`src/rtl/alu_arbiter.sv`:
```
// rtl/alu_arbiter.sv - two-requester valid/ready arbiter for one shared combinational ALU
// Round-robin by default; ALU_ARB_FIXED_PRIO_EN gives requester 0 fixed priority.
module alu_arbiter #(
  parameter int WIDTH  = 32,
  parameter int CTRL_W = 3
) (
  input  logic              clk,
  input  logic              reset,
  input  logic              req0_valid,
  output logic              req0_ready,
  input  logic [WIDTH-1:0]  req0_a,
  input  logic [WIDTH-1:0]  req0_b,
  input  logic [CTRL_W-1:0] req0_ctrl,
  input  logic              req1_valid,
  output logic              req1_ready,
  input  logic [WIDTH-1:0]  req1_a,
  input  logic [WIDTH-1:0]  req1_b,
  input  logic [CTRL_W-1:0] req1_ctrl,
  output logic [WIDTH-1:0]  alu_srca,
  output logic [WIDTH-1:0]  alu_srcb,
  output logic [CTRL_W-1:0] alu_ctrl,
  input  logic [WIDTH-1:0]  alu_result,
  input  logic              alu_zero,
  output logic              rsp_valid,
  input  logic              rsp_ready,
  output logic              rsp_id,
  output logic [WIDTH-1:0]  rsp_result,
  output logic              rsp_zero
);

  typedef enum logic {
    EMPTY = 1'b0,
    FULL  = 1'b1
  } state_t;

  state_t             state_q, state_d;
  logic               rsp_id_q, rsp_id_d;
  logic [WIDTH-1:0]   rsp_result_q, rsp_result_d;
  logic               rsp_zero_q, rsp_zero_d;

  logic               can_accept;
  logic               grant_valid;
  logic               grant_id;
  logic               transfer;

`ifndef ALU_ARB_FIXED_PRIO_EN
  logic               prio_q, prio_d;
`endif

  // The output register can take a new result when empty or being drained now.
  assign can_accept = (state_q == EMPTY) || rsp_ready;

  always_comb begin
    grant_valid = req0_valid || req1_valid;
    grant_id    = 1'b0;
    if (req0_valid && req1_valid) begin
`ifdef ALU_ARB_FIXED_PRIO_EN
      grant_id = 1'b0;
`else
      grant_id = prio_q;
`endif
    end else if (req1_valid) begin
      grant_id = 1'b1;
    end
  end

  assign transfer   = grant_valid && can_accept;
  assign req0_ready = transfer && !grant_id;
  assign req1_ready = transfer && grant_id;

  // The ALU sees the granted operands even while stalled, so its result is ready on release.
  always_comb begin
    alu_srca = '0;
    alu_srcb = '0;
    alu_ctrl = '0;
    if (grant_valid) begin
      if (grant_id) begin
        alu_srca = req1_a;
        alu_srcb = req1_b;
        alu_ctrl = req1_ctrl;
      end else begin
        alu_srca = req0_a;
        alu_srcb = req0_b;
        alu_ctrl = req0_ctrl;
      end
    end
  end

  always_comb begin
    state_d      = state_q;
    rsp_id_d     = rsp_id_q;
    rsp_result_d = rsp_result_q;
    rsp_zero_d   = rsp_zero_q;
    case (state_q)
      EMPTY: begin
        if (transfer) begin
          state_d = FULL;
        end
      end
      FULL: begin
        if (!transfer && rsp_ready) begin
          state_d = EMPTY;
        end
      end
      default: state_d = EMPTY;
    endcase
    if (transfer) begin
      rsp_id_d     = grant_id;
      rsp_result_d = alu_result;
      rsp_zero_d   = alu_zero;
    end
  end

`ifndef ALU_ARB_FIXED_PRIO_EN
  // Priority only rotates on an accepted operation; stalled requests keep their turn.
  always_comb begin
    prio_d = prio_q;
    if (transfer) begin
      prio_d = ~grant_id;
    end
  end

  always_ff @(posedge clk) begin
    if (reset) begin
      prio_q <= 1'b0;
    end else begin
      prio_q <= prio_d;
    end
  end
`endif

  always_ff @(posedge clk) begin
    if (reset) begin
      state_q      <= EMPTY;
      rsp_id_q     <= 1'b0;
      rsp_result_q <= '0;
      rsp_zero_q   <= 1'b0;
    end else begin
      state_q      <= state_d;
      rsp_id_q     <= rsp_id_d;
      rsp_result_q <= rsp_result_d;
      rsp_zero_q   <= rsp_zero_d;
    end
  end

  assign rsp_valid  = (state_q == FULL);
  assign rsp_id     = rsp_id_q;
  assign rsp_result = rsp_result_q;
  assign rsp_zero   = rsp_zero_q;

endmodule

```
`config.mk`:
```
export PLATFORM = sky130hd
export DESIGN_NAME = alu_arbiter
export DESIGN_NICKNAME = d
export VERILOG_FILES = /design/src/rtl/alu_arbiter.sv
export SDC_FILE = /design/constraint.sdc
export NUM_CORES = 1
export LEC_CHECK = 0
export CELL_PAD_IN_SITES_DETAIL_PLACEMENT = 1
export CELL_PAD_IN_SITES_GLOBAL_PLACEMENT = 2
export CORE_ASPECT_RATIO = 0.75
export CORE_MARGIN = 2
export CORE_UTILIZATION = 12
export CTS_BUF_LIST = sky130_fd_sc_hd__clkbuf_4 sky130_fd_sc_hd__clkbuf_8
export CTS_CLUSTER_DIAMETER = 30
export DETAILED_ROUTE_END_ITERATION = 12
export HOLD_SLACK_MARGIN = 0.1
export PLACE_DENSITY_LB_ADDON = 0.1
export SLEW_MARGIN = 20
export SYNTH_ARGS = -nofsm -noshare
export SYNTH_HDL_FRONTEND = slang
export SYNTH_SLANG_ARGS = --single-unit
```
`constraint.sdc`:
```
create_clock -name clk -period 1.6 [get_ports clk]
set_input_delay 0.32 -clock clk [delete_from_list [all_inputs] [get_ports clk]]
set_output_delay 0.32 -clock clk [all_outputs]
set_load 0.005 [all_outputs]
```
==> impl_metrics.yaml, run 1 <==
outcome:
  outcome: "complete, but fails checks"
  failed_checks: "negative setup slack"
floorplan:
  core_um2: 20400
  dieWidth_um: 171
  start_util_pct: 12.4
  dieArea_um2: 22200
  die_h_um: 130
  num_rows: 45
  io_pins: 276
yosys:
  synth_top_family_by_area: "simple AND/OR/NAND/NOR gates"
  synth_fa_ha_area_share_pct: 0
  synth.distinct_cells: 20
  synth_compound_gate_area_share_pct: 27.5
  muxShareOfSynthArea_pct: 0
  synth_fp_nets: 570
  synth_warnings: 0
  ys_seq_area_share_pct: 28.5
  yosys.area_share.simple_pct: 34.9
  mappedNetlistArea_um2: 2520
  syn_area_per_cell_um2: 6.34
  synthCells: 398
  synth_seq_cells: 36
  synth_xor_area_share_pct: 0
worst_hold_path:
  hp-start: "rsp_result[27]"
  hold_class: "reg -> reg"
cts:
  path_clk_slew_ns: 0.07
  cts_tree: "built"
  clockRootBuffer: "clkbuf_8"
  cts_made_buffers: 5
  clock_path_buffers: 2
  clk-insertion-delay-late_ns: 0.30
  htreeDepth: 2
  clock-sinks: 36
  hold_buffers: 0
sta:
  finalCriticalPeriod_ns: 1.84
  fmax_mhz: 545
  hold_slack_ns: 0.479
  rsz0062_at_grt: "yes"
  finalHoldViolCount: 0
  worstMarginPinSlew_ns: 0.410
  relSlewSlack_pct: 72.7
  final-setup-viol-count: 68
  setup_tns_ns: -12.26
  drv_slew: 0
  worst_slack_ns: -0.236
  min_period_over_period_pct: 115
  fin_skew_ns: 0.0109
global_routing:
  grt_first_pass_wirelength_um: 24800
  grt_max_degree: 69
  grt_pass1_vias: 4184
  gr-total-overflow: 0
  antenna_found_initial: 2
  grt_usage_pct: 14.5
setup_path:
  cp_data_arrival_time_ns: 1.52
  timing.rr.start: "rsp_valid"
  cp-startpoint: "prio_q"
  cp_max_fo: 5
  crit_type: "reg -> out"
  required_ns: 1.28
  crit_path_start_kind: "flop"
  cp-end-kind: "output pin"
layout:
  mostFrequentLayoutCells: "clkdlybuf4s50_1, nand2_1, buf_2, nand3_1, o21ai_2"
  layout.nets: 847
  layout.cells.non_filler: 959
  area_delta_synth_final_pct: 145
  final_common_cell: "clkdlybuf4s50_1"
  drive_gt1_share_pct: 29.9
flow_run:
  cap_viol_max_count: 0
placed_design:
  gp_congestion: 0.745
  post-place-ws_ns: -0.488
  port_buffers: 275
  hpwl_um: 12300
  place_inst: 935
detailed_routing:
  vias_per_cell: 4.22
  via_count: 4045
  drtIter0Drc: 123
  drtPass1Iterations: 4
  wirelength_um: 17100
  route.detailed.drc: 0
  wl_per_cell_um: 17.8
  antenna_left: 0
power:
  peakVddDrop_mv: 0.272
  p_leak_nw: 2.43
  power_density_nw_per_um2: 531
==> synth_stat cells (all sizes together) <==
| master | number | area [um2] |
|---|---|---|
| a21oi | 36 | 180 |
| nor3 | 1 | 10.0 |
| nand2b | 2 | 12.5 |
| a311oi | 1 | 8.76 |
| nand2 | 67 | 251 |
| nand3b | 33 | 248 |
| o21ai | 101 | 505 |
| nor2 | 1 | 3.75 |
| dfxtp | 36 | 721 |
| inv | 1 | 3.75 |
| buf | 17 | 104 |
| clkbuf | 32 | 121 |
| nor2b | 1 | 6.26 |
| and2 | 1 | 8.76 |
| nand3 | 68 | 340 |
==> path summary, 6_finish.rpt <==
path                    endpoint  slack, ns  cells after the start
hold / removal    rsp_result[27]       0.48                      2
setup / recovery     alu_srca[2]      -0.24                      6
hold reg to reg   rsp_result[27]       0.48                      2
setup reg to reg  rsp_result[24]       0.26                      4
==> final cells by class <==
type / count / area (um2)
diodes: 2 / 5.00
clock buffers: 6 / 76.3
clock inverters: 1 / 5.00
fillers: 2447 / 14300
inverters: 1 / 6.26
multi-input cells: 312 / 1930
flip-flops and latches: 36 / 723
well taps: 282 / 353
repair buffers: 319 / 3090
==> sequential cells by signal, summed over array words and instances (netlist names) <==
register / flops
prio_q: 1
rsp_id: 1
rsp_result: 32
rsp_valid: 1
rsp_zero: 1
==> through the flow <==
step	area (um2)	total power [mW]	utilization, %
floorplan	2520	1.44	-
global placement	5750	2.51	28.1
detailed placement	5750	2.52	28.1
global route	6190	3.52	30.3
CTS	6000	3.30	29.4
finish	6190	3.29	30.3
==> where the power goes <==
| part | leakage (nW) | switching (mW) | total (mW) | internal, mW |
|---|---|---|---|---|
| registers | 0.298 | 0.0308 | 0.990 | 0.959 |
| logic | 2.09 | 0.666 | 1.63 | 0.966 |
| clock network | 0.0445 | 0.351 | 0.665 | 0.314 |
==> layer usage <==
layer / GRT usage [%] / routed length (um)
met1: 16.4 / 6890
met2: 27.0 / 8600
met3: 3.85 / 1280
met4: 3.39 / 306
met5: 0 / 0
==> critical path: stages, from the launching register on <==
cell,delay [ns]
dfxtp_2,0.32
nand2b_4,0.15
and2_4,0.20
buf_12,0.15
clkbuf_16,0.16
o21ai_2,0.11
buf_2,0.12
==> kinds of logic after synthesis <==
family,count (synthesis)
AND/OR/NAND/NOR,174
flip-flops,36
AO/OA/AOI/OAI,138
buffers and inverters,50
==> what timing repair did <==
| action | 4_1_cts | 5_1_grt |
|---|---|---|
| pin swaps | 25 | 25 |
| setup endpoints to repair | 69 | 87 |
| resized for setup | 392 | 38 |
| hold endpoints to repair | 0 | 0 |
| setup buffers | 9 | 2 |
| cloned | 4 | 3 |
No activity file was read; power rests on OpenSTA's default activity.
==> inputs of run 2 (changes only) <==
--- a/config.mk
+++ b/config.mk
@@ -7,12 +7,13 @@
 export LEC_CHECK = 0
 export CELL_PAD_IN_SITES_DETAIL_PLACEMENT = 1
 export CELL_PAD_IN_SITES_GLOBAL_PLACEMENT = 2
-export CORE_ASPECT_RATIO = 0.75
-export CORE_MARGIN = 2
-export CORE_UTILIZATION = 12
+export CORE_AREA = 2 2 106 108
 export CTS_BUF_LIST = sky130_fd_sc_hd__clkbuf_4 sky130_fd_sc_hd__clkbuf_8
 export CTS_CLUSTER_DIAMETER = 30
 export DETAILED_ROUTE_END_ITERATION = 12
+export DIE_AREA = 0 0 108 110
+export DONT_BUFFER_PORTS = 1
+export GPL_TIMING_DRIVEN = 0
 export HOLD_SLACK_MARGIN = 0.1
 export PLACE_DENSITY_LB_ADDON = 0.1
 export SLEW_MARGIN = 20
==> run 2 against run 1 <==
- utilization rose by 2.4 points
- clock skew decreased by 0.0038 ns
- critical path type unchanged
- the flow still finishes with violations (negative setup slack)
- maximum frequency grew 6.3%
- first-iteration DRC count fell by 30%
- largest power group is now registers
==> impl_metrics.yaml, run 2 (same netlist as run 1, synthesis figures left out) <==
outcome:
  outcome: "complete, but fails checks"
  failed_checks: "negative setup slack"
layout:
  final_common_cell: "nand2_1"
  antenna_cells: 0
  multi_input_area_um2: 2070
  area_delta_synth_final_pct: 38.3
  fin_util_pct: 32.6
  mostFrequentLayoutCells: "nand2_1, nand3_1, a21oi_1, o21ai_2, dfxtp_1"
  layout.cells.non_filler: 553
  layout.nets: 584
  largest_register_ff_count: 32
  drive_gt1_share_pct: 28.1
  regArea_um2: 722
  fill_cells: 1333
setup_path:
  worstPathCellList: "nand2b_4, and2_4, buf_12, buf_16, o21ai_4"
  critical_path_depth: 5
  path_buf_inv: 2
  crit_type: "reg -> out"
  cp-end-kind: "output pin"
  cpPeakStageDelay_ns: 0.32
  cp_slowest_cell: "dfxtp_2"
  rr_worst_depth: 4
  cp_max_fo: 7
  crit_path_start_kind: "flop"
  required_ns: 1.28
  crit_family: "simple AND/OR/NAND/NOR gates"
  cp_data_arrival_time_ns: 1.41
sta:
  finalHoldViolCount: 0
  fmax_mhz: 579
  min_period_over_period_pct: 108
  fin_skew_ns: 0.00706
  final-setup-viol-count: 68
  finalCriticalPeriod_ns: 1.73
  drv_slew: 0
  worstMarginPinSlew_ns: 0.521
  relSlewSlack_pct: 65.3
  worst_slack_ns: -0.127
  rsz0062_at_grt: "yes"
  hold_slack_ns: 0.183
placed_design:
  gp_congestion: 0.739
  place_inst: 538
  hpwl_um: 8820
  port_buffers: 0
cts:
  clk-insertion-delay-late_ns: 0.29
  cts_tree: "built"
  clockRootBuffer: "clkbuf_8"
  htreeDepth: 2
  clock_path_buffers: 2
  path_clk_slew_ns: 0.08
  clock-sinks: 36
  cts_made_buffers: 5
power:
  finalPower_mw: 2.73
  p_leak_nw: 1.24
  peakVddDrop_mv: 0.319
  power_density_nw_per_um2: 783
floorplan:
  start_util_pct: 23.6
  num_rows: 38
  dieWidth_um: 108
  die_h_um: 110
  io_pins: 276
  dieArea_um2: 11900
  core_um2: 10700
detailed_routing:
  wirelength_um: 11700
  drtPass1Iterations: 4
  wl_per_cell_um: 21.2
  via_count: 3030
  route.detailed.drc: 0
  antenna_left: 0
  drtIter0Drc: 86
  vias_per_cell: 5.48
global_routing:
  antenna_found_initial: 0
  gr-total-overflow: 0
  grt_first_pass_wirelength_um: 16600
  grt_max_degree: 12
  grt_usage_pct: 17.8
  grt_pass1_vias: 3092
flow_run:
  cap_viol_max_count: 0
worst_hold_path:
  hold_depth: 2
  hold_class: "in -> reg"
==> run 2: changes by cell type in the layout (fill, tap and decap cells not counted), moves of 4 or more <==
cell	before	now
clkdlybuf4s50_1	204	0
buf_2	66	5
o21ai_4	3	29
clkbuf_1	0	17
o21ai_2	52	35
nand3_1	52	65
buf_12	14	2
nand3_2	14	3
clkbuf_2	0	10
buf_6	11	2
o21ai_1	13	4
buf_4	14	10
==> run 2: repair_timing <==
item                                    CTS  global route
cloned                                    2             0
setup buffers                             6             1
endpoints found under the setup margin   89            89
hold buffers                              0             0
pin swaps                                29             3
endpoints found under the hold margin     0             0
resized for setup                       158            36
==> run 2: worst paths after layout <==
| path | from | to | slack [ns] |
|---|---|---|---|
| max | prio_q | alu_srca[11] | -0.13 |
| min | alu_result[30] | rsp_result[30] | 0.18 |
| max reg2reg | rsp_valid | rsp_result[27] | 0.18 |
| min reg2reg | rsp_result[20] | rsp_result[20] | 0.50 |
==> run 2: per-stage QoR <==
stage	area [um2]	TNS [ns]	worst slack [ns]
floorplan	2520	0	0.0612
global placement	2700	-9.40	-0.268
detailed placement	2700	-11.89	-0.303
CTS	3350	-11.79	-0.192
global route	3490	-10.15	-0.189
finish	3490	-5.25	-0.127
==> run 2: final cells by class <==
type	instances	area share, %
clock buffer	7	2.76
timing repair buffer	9	3.40
inverter	1	0.107
multi-input combinational	312	59.3
clock inverter	1	0.860
buffer	47	7.92
sequential	36	20.7
tap	140	5.02
==> run 2: layer usage <==
layer	part of all wire [%]	wire length (um)	track usage (%)	vias to the layer above
li1	-	-	-	1426
met1	39	4540	20.2	1434
met2	52	6140	32.9	157
met3	7.6	884	4.88	13
met4	1.2	145	4.30	0
met5	0	0	0	-
==> run 2: report_power, final <==
part | internal, mW | switching (mW)
Combinational | 0.330 | 0.512
Sequential | 0.959 | 0.0486
Clock | 0.550 | 0.335
Total | 1.84 | 0.895
